**src/rtl/fp_op_sequencer.sv**
```systemverilog
// Issue/completion sequencer for the multi-cycle FP datapath: latches one op,
// holds the FP cores in reset while idle, counts per-opcode latency, captures the result.
module fp_op_sequencer #(
    parameter int unsigned DATA_WIDTH = 32,
    parameter int unsigned OP_WIDTH   = 5,
    parameter int unsigned CNT_WIDTH  = 5,
    parameter int unsigned LAT_ADD    = 6,
    parameter int unsigned LAT_MUL    = 3,
    parameter int unsigned LAT_DIV    = 9,
    parameter int unsigned LAT_SQRT   = 6,
    parameter int unsigned LAT_CMP    = 3,
    parameter int unsigned LAT_CVT_F  = 4,
    parameter int unsigned LAT_CVT_I  = 2,
    parameter int unsigned LAT_SIMPLE = 1
) (
    input  logic                  iclock,
    input  logic                  ireset,
    input  logic                  ivalid,
    output logic                  oready,
    input  logic [OP_WIDTH-1:0]   icontrol,
    input  logic [DATA_WIDTH-1:0] idataa,
    input  logic [DATA_WIDTH-1:0] idatab,
    input  logic                  iflush,
    output logic [OP_WIDTH-1:0]   oop,
    output logic [DATA_WIDTH-1:0] oopa,
    output logic [DATA_WIDTH-1:0] oopb,
    output logic                  ounit_areset,
    input  logic [DATA_WIDTH-1:0] iunit_result,
    output logic [DATA_WIDTH-1:0] oresult,
    output logic                  ovalid,
    input  logic                  iack,
    output logic                  oillegal
);

    // FOP* opcode encodings shared with the FP unit result mux
    localparam logic [OP_WIDTH-1:0] FOPADD    = OP_WIDTH'(0);
    localparam logic [OP_WIDTH-1:0] FOPSUB    = OP_WIDTH'(1);
    localparam logic [OP_WIDTH-1:0] FOPMUL    = OP_WIDTH'(2);
    localparam logic [OP_WIDTH-1:0] FOPDIV    = OP_WIDTH'(3);
    localparam logic [OP_WIDTH-1:0] FOPSQRT   = OP_WIDTH'(4);
    localparam logic [OP_WIDTH-1:0] FOPCEQ    = OP_WIDTH'(5);
    localparam logic [OP_WIDTH-1:0] FOPCLT    = OP_WIDTH'(6);
    localparam logic [OP_WIDTH-1:0] FOPCLE    = OP_WIDTH'(7);
    localparam logic [OP_WIDTH-1:0] FOPCVTSW  = OP_WIDTH'(8);
    localparam logic [OP_WIDTH-1:0] FOPCVTSWU = OP_WIDTH'(9);
    localparam logic [OP_WIDTH-1:0] FOPCVTWS  = OP_WIDTH'(10);
    localparam logic [OP_WIDTH-1:0] FOPCVTWUS = OP_WIDTH'(11);
    localparam logic [OP_WIDTH-1:0] FOPABS    = OP_WIDTH'(12);
    localparam logic [OP_WIDTH-1:0] FOPMV     = OP_WIDTH'(13);
    localparam logic [OP_WIDTH-1:0] FOPSGNJ   = OP_WIDTH'(14);
    localparam logic [OP_WIDTH-1:0] FOPSGNJN  = OP_WIDTH'(15);
    localparam logic [OP_WIDTH-1:0] FOPSGNJX  = OP_WIDTH'(16);
    localparam logic [OP_WIDTH-1:0] FOPMAX    = OP_WIDTH'(17);
    localparam logic [OP_WIDTH-1:0] FOPMIN    = OP_WIDTH'(18);
    localparam logic [OP_WIDTH-1:0] FOPNULL   = OP_WIDTH'(19);

    localparam logic [DATA_WIDTH-1:0] ILLEGAL_RESULT = DATA_WIDTH'(32'hEEEE_EEEE);

    typedef enum logic [1:0] {
        S_IDLE,
        S_RUN,
        S_DONE
    } state_t;

    state_t                r_state;
    logic [CNT_WIDTH-1:0]  r_count;
    logic [CNT_WIDTH-1:0]  r_lat_sel;
    logic [OP_WIDTH-1:0]   r_op;
    logic [DATA_WIDTH-1:0] r_opa;
    logic [DATA_WIDTH-1:0] r_opb;
    logic [DATA_WIDTH-1:0] r_result;
    logic                  r_valid;
    logic                  r_illegal;
    logic                  r_unit_areset;

    logic [CNT_WIDTH-1:0]  w_lat_sel;
    logic                  w_known_op;
    logic                  w_ready;
    logic                  w_accept;

    always_comb begin
        w_lat_sel  = CNT_WIDTH'(LAT_SIMPLE);
        w_known_op = 1'b1;
        case (icontrol)
            FOPADD, FOPSUB:                 w_lat_sel = CNT_WIDTH'(LAT_ADD);
            FOPMUL:                         w_lat_sel = CNT_WIDTH'(LAT_MUL);
            FOPDIV:                         w_lat_sel = CNT_WIDTH'(LAT_DIV);
            FOPSQRT:                        w_lat_sel = CNT_WIDTH'(LAT_SQRT);
            FOPCEQ, FOPCLT, FOPCLE:         w_lat_sel = CNT_WIDTH'(LAT_CMP);
            FOPCVTSW, FOPCVTSWU:            w_lat_sel = CNT_WIDTH'(LAT_CVT_F);
            FOPCVTWS, FOPCVTWUS:            w_lat_sel = CNT_WIDTH'(LAT_CVT_I);
            FOPABS, FOPMV, FOPSGNJ, FOPSGNJN, FOPSGNJX,
            FOPMAX, FOPMIN, FOPNULL:        w_lat_sel = CNT_WIDTH'(LAT_SIMPLE);
            // Unknown opcodes still run a short dummy cycle so the consumer sees a flagged result
            default:                        w_known_op = 1'b0;
        endcase
    end

    assign w_ready  = ~iflush & ((r_state == S_IDLE) | ((r_state == S_DONE) & iack));
    assign w_accept = ivalid & w_ready;

    always_ff @(posedge iclock) begin
        if (ireset) begin
            r_state       <= S_IDLE;
            r_count       <= '0;
            r_lat_sel     <= '0;
            r_op          <= '0;
            r_opa         <= '0;
            r_opb         <= '0;
            r_result      <= '0;
            r_valid       <= 1'b0;
            r_illegal     <= 1'b0;
            r_unit_areset <= 1'b1;
        end else if (iflush) begin
            r_state       <= S_IDLE;
            r_count       <= '0;
            r_valid       <= 1'b0;
            r_illegal     <= 1'b0;
            r_unit_areset <= 1'b1;
        end else if (w_accept) begin
            // Covers both a fresh issue from IDLE and back-to-back issue on the DONE ack edge
            r_state       <= S_RUN;
            r_count       <= '0;
            r_lat_sel     <= w_lat_sel;
            r_op          <= icontrol;
            r_opa         <= idataa;
            r_opb         <= idatab;
            r_valid       <= 1'b0;
            r_illegal     <= ~w_known_op;
            r_unit_areset <= 1'b0;
        end else begin
            case (r_state)
                S_RUN: begin
                    if (r_count == r_lat_sel) begin
                        r_result      <= r_illegal ? ILLEGAL_RESULT : iunit_result;
                        r_valid       <= 1'b1;
                        r_state       <= S_DONE;
                        r_unit_areset <= 1'b1;
                    end else begin
                        r_count <= r_count + 1'b1;
                    end
                end
                S_DONE: begin
                    if (iack) begin
                        r_valid <= 1'b0;
                        r_state <= S_IDLE;
                    end
                end
                default: r_state <= S_IDLE;
            endcase
        end
    end

    assign oready       = w_ready;
    assign oop          = r_op;
    assign oopa         = r_opa;
    assign oopb         = r_opb;
    assign oresult      = r_result;
    assign ovalid       = r_valid;
    assign oillegal     = r_illegal;
    assign ounit_areset = r_unit_areset;

endmodule

```
**config.mk**
```make
export PLATFORM = sky130hd
export DESIGN_NAME = fp_op_sequencer
export DESIGN_NICKNAME = d
export VERILOG_FILES = /design/src/rtl/fp_op_sequencer.sv
export SDC_FILE = /design/constraint.sdc
export NUM_CORES = 1
export LEC_CHECK = 0
export ABC_AREA = 1
export CAP_MARGIN = 40
export CORE_AREA = 8 8 102 150
export CTS_BUF_LIST = sky130_fd_sc_hd__clkbuf_8 sky130_fd_sc_hd__clkbuf_16
export DETAILED_ROUTE_END_ITERATION = 8
export DIE_AREA = 0 0 110 158
export GPL_ROUTABILITY_DRIVEN = 0
export GPL_TIMING_DRIVEN = 1
export PLACE_DENSITY = 0.81
export SLEW_MARGIN = 30
export SYNTH_ARGS = -nofsm -noshare
export SYNTH_HDL_FRONTEND = slang
export SYNTH_SLANG_ARGS = --single-unit
export TNS_END_PERCENT = 1
```
**constraint.sdc**
```tcl
create_clock -name iclock -period 1.5 [get_ports iclock]
set_clock_uncertainty 0.15 [all_clocks]
set_input_delay 0.15 -clock iclock [delete_from_list [all_inputs] [get_ports iclock]]
set_output_delay 0.15 -clock iclock [all_outputs]
set_load 0.02 [all_outputs]
```
==> run_results.csv <==
group,metric,value,unit
floorplanning,die_y,158,µm
global_route,grt_max_degree,43,
placement,place_hpwl,11080,µm
logic_synthesis,ys_ff_latch,115,
floorplanning,row_count,52,
logic_synthesis,ys_seq_area_share,47.67,%
clock_tree,cts_made_buffers,17,
layout,syn_to_final_growth,60.70,%
placement,place_area,7243,µm²
sta,period_needed,1474,ps
clock_tree,clk_latency,400,ps
clock_tree,clk_path_buf_depth,2,
logic_synthesis,ys_types,27,
logic_synthesis,yosys_warnings,0,
sta,tns,0,ps
worst_setup_path,path_cells,"inv_1 -> nor2_1 -> nor2_1 -> nand2_1 -> nor2_4 -> nand4_4 -> buf_12 -> nand2_1 -> inv_1 -> nor2_1",
layout,instances_no_fill,1083,
clock_tree,htreeDepth,4,
worst_setup_path,cp_top_family,"simple AND/OR/NAND/NOR gates",
routing,wl_per_cell,14.11,µm
worst_setup_path,crit_path_end_kind,"flip-flop",
sta,rsz0062_at_grt,"yes",
placement,dp_worst_setup_slack,-260.7,ps
clock_tree,cts_root_buf,"clkbuf_16",
logic_synthesis,synth_area,4830,µm²
logic_synthesis,synth_area_leaders,"dfxtp_1 48%, nand2_1 18%, a21oi_1 8.7%",
routing,drc,0,
layout,final_cell_area,7761,µm²
routing,vias_per_cell,4.636,
sta,clock.fmax,678.4,MHz
pwr,ir_worst_vdd,921.7,µV
floorplanning,initial_core_util,36.57,%
sta,fin_ws,25.98,ps
clock_tree,clock_sinks,115,
logic_synthesis,synth_fp_nets,799,
sta,maxSlewHeadroom,67.80,%
layout,layout-drive-gt1-share,10.53,%
worst_setup_path,arrival,1650,ps
status,outcome,"complete, no violations",
worst_setup_path,r2r_cells,10,
worst_setup_path,worstPathMaxFanout,24,
worst_setup_path,startpoint_type,"flip-flop",
worst_setup_path,cp.required,1680,ps
hold_path,whs_endpoint,"oopa[20]",
global_route,antenna_found_initial,0,
pwr,power.density,1067,nW/µm²
layout,antennaDiodeCount,0,
sta,worst_slew_pin_slew,483.0,ps
placement,io_buffers,210,
global_route,grt_pass1_wl,24080,µm
clock_tree,cts_tree,"yes",
hold_path,holdCritStartpoint,"idataa[20]",
routing,drtPass1Iterations,4,
worst_setup_path,r2r_start,"r_lat_sel[3]",
hold_path,holdPathStages,3,
worst_setup_path,crit_type,"reg -> reg",
sta,final_hold_viol_count,0,
worst_setup_path,r2r_setup_slack,30,ps
worst_setup_path,crit_buf_inv,3,
routing,initialDrtViolationCount,220,
logic_synthesis,yosys.area.top_type,"dfxtp_1",
routing,detail-route-antenna-nets,0,
floorplanning,die_w,110,µm
clock_tree,clk_pin_slew_worst_paths,60,ps
placement,dp_cells,1050,
logic_synthesis,syn_area_per_cell,6.979,µm²
worst_setup_path,worst_r2r_endpoint,"oresult[18]",
routing,routed_wirelength,15280,µm
worst_setup_path,cp_slowest_cell,"dfxtp_1",
floorplanning,core,13210,µm²
global_route,grt-ovfl-total,0,
worst_setup_path,slowest_delay,310,ps
sta,finalSetupViolations,0,
sta,min_period_over_period,98.27,%
logic_synthesis,synth_top_area_share,47.67,%
run,drv_cap,0,
global_route,grt_pass1_vias,4847,
pwr,cellLeakagePower,3.634,nW
routing,vias,5021,
floorplanning,die_area,17380,µm²
logic_synthesis,synthCells,692,
sta,slew_violations,0,
hold_path,hold_class,"in -> reg",
floorplanning,ios,211,
layout,final_util,58.76,%
layout,fin_nets,1015,
worst_setup_path,critPathMostFrequentCell,"nor2_1",
global_route,track_usage,17.51,%
state kept, by name, indices dropped and copies added (netlist names):
name          cells
ovalid            1
r_lat_sel         4
oopb             32
oopa             32
oop               5
r_count           5
oillegal          1
ounit_areset      1
r_state           2
oresult          32
cell type report:
cell class                      count  area, µm²
Clock buffer                       17      425.4
Inverter                           86      325.3
Fill cell                        1199       5446
Multi-Input combinational cell    447       2021
Sequential cell                   115       2312
Clock inverter                     15      146.4
Timing Repair Buffer              241       2328
Tap cell                          162      202.7
synthesized netlist by cell type:
master,n
o211ai_1,1
buf_1,3
dfxtp_1,115
nand4_1,32
xnor2_1,1
a211oi_1,1
nand2_2,2
o21ai_0,8
nand2_1,234
o21ai_1,1
nor2_2,2
nor2_4,1
a21oi_1,84
ha_1,1
buf_6,3
clkbuf_1,15
buf_4,12
nand3_1,11
xor2_1,2
clkinv_1,2
inv_1,81
nand4_4,1
nor2_1,63
o22ai_1,1
nor3_1,1
inv_2,3
buf_2,11
per-layer routing:
layer  up-vias  wire length [µm]  track usage, %
met2       182              7288           27.90
met3        10              1939           9.617
li1       2580                 -               -
met1      2249              5893           18.83
met5         -                 0               0
met4         0               155           6.654
layout by cell type (no fill, tap or decap), drive strengths merged:
| master | n |
|---|---|
| a211oi | 1 |
| a21oi | 84 |
| buf | 32 |
| bufinv | 1 |
| clkbuf | 18 |
| clkdlybuf4s15 | 2 |
| clkdlybuf4s50 | 104 |
| clkinv | 3 |
| clkinvlp | 4 |
| dfxtp | 115 |
| dlygate4sd2 | 101 |
| dlygate4sd3 | 1 |
| ha | 1 |
| inv | 93 |
| nand2 | 236 |
| nand3 | 11 |
| nand4 | 33 |
| nor2 | 66 |
| nor3 | 1 |
| o211ai | 1 |
| o21ai | 9 |
| o22ai | 1 |
| xnor2 | 1 |
| xor2 | 2 |
metrics by stage:
| step | power, mW | hold slack [ps] |
|---|---|---|
| after floorplan | 3.858 | 142.9 |
| after global placement | 4.516 | 298.8 |
| after detailed placement | 4.528 | 291.8 |
| after CTS | 8.382 | 126.3 |
| after global routing | 8.652 | 149.0 |
| final | 8.285 | 139.5 |
tightest hold or removal path, cell delays in order:
cell and delay, ps:
clkdlybuf4s50_1 390, nand2_1 60, a21oi_1 50
kinds of logic (layout without fill, tap and decap cells):
| kind of cell | after synthesis | count (layout) | synth area share [%] |
|---|---|---|---|
| buffers and inverters | 130 | 359 | 11.79 |
| adders and majority gates | 1 | 1 | 0.2590 |
| and+or+nand+nor | 347 | 347 | 29.66 |
| AOI/OAI and AO/OA | 96 | 96 | 10.08 |
| xor gates and xnor gates | 3 | 3 | 0.5441 |
| DFF | 115 | 115 | 47.67 |
report_power, final:
part / switching [mW] / internal [mW]
clock: 1.57 / 2.32
combinational: 0.613 / 0.554
sequential: 0.0559 / 3.17
timing repair:
action	CTS	global route
pin swaps	0	13
hold endpoints to repair	3	0
gates resized for setup	114	25
setup buffers	0	0
endpoints found under the setup margin	116	106
hold buffers	1	0
how the worst max path moves through the flow:
stage,depth (start not counted),to,from,slack [ps]
3_3_place_gp,4,oready,iack,-230
3_5_place_dp,8,oopb[25],iack,-260
2_1_floorplan,8,ounit_areset,r_state[1],0.6
5_1_grt,9,oresult[8],r_lat_sel[0],-100
4_1_cts,9,oresult[18],r_count[2],2
6_report,10,oresult[18],r_lat_sel[3],30
Power figures use the tool's default switching activity.
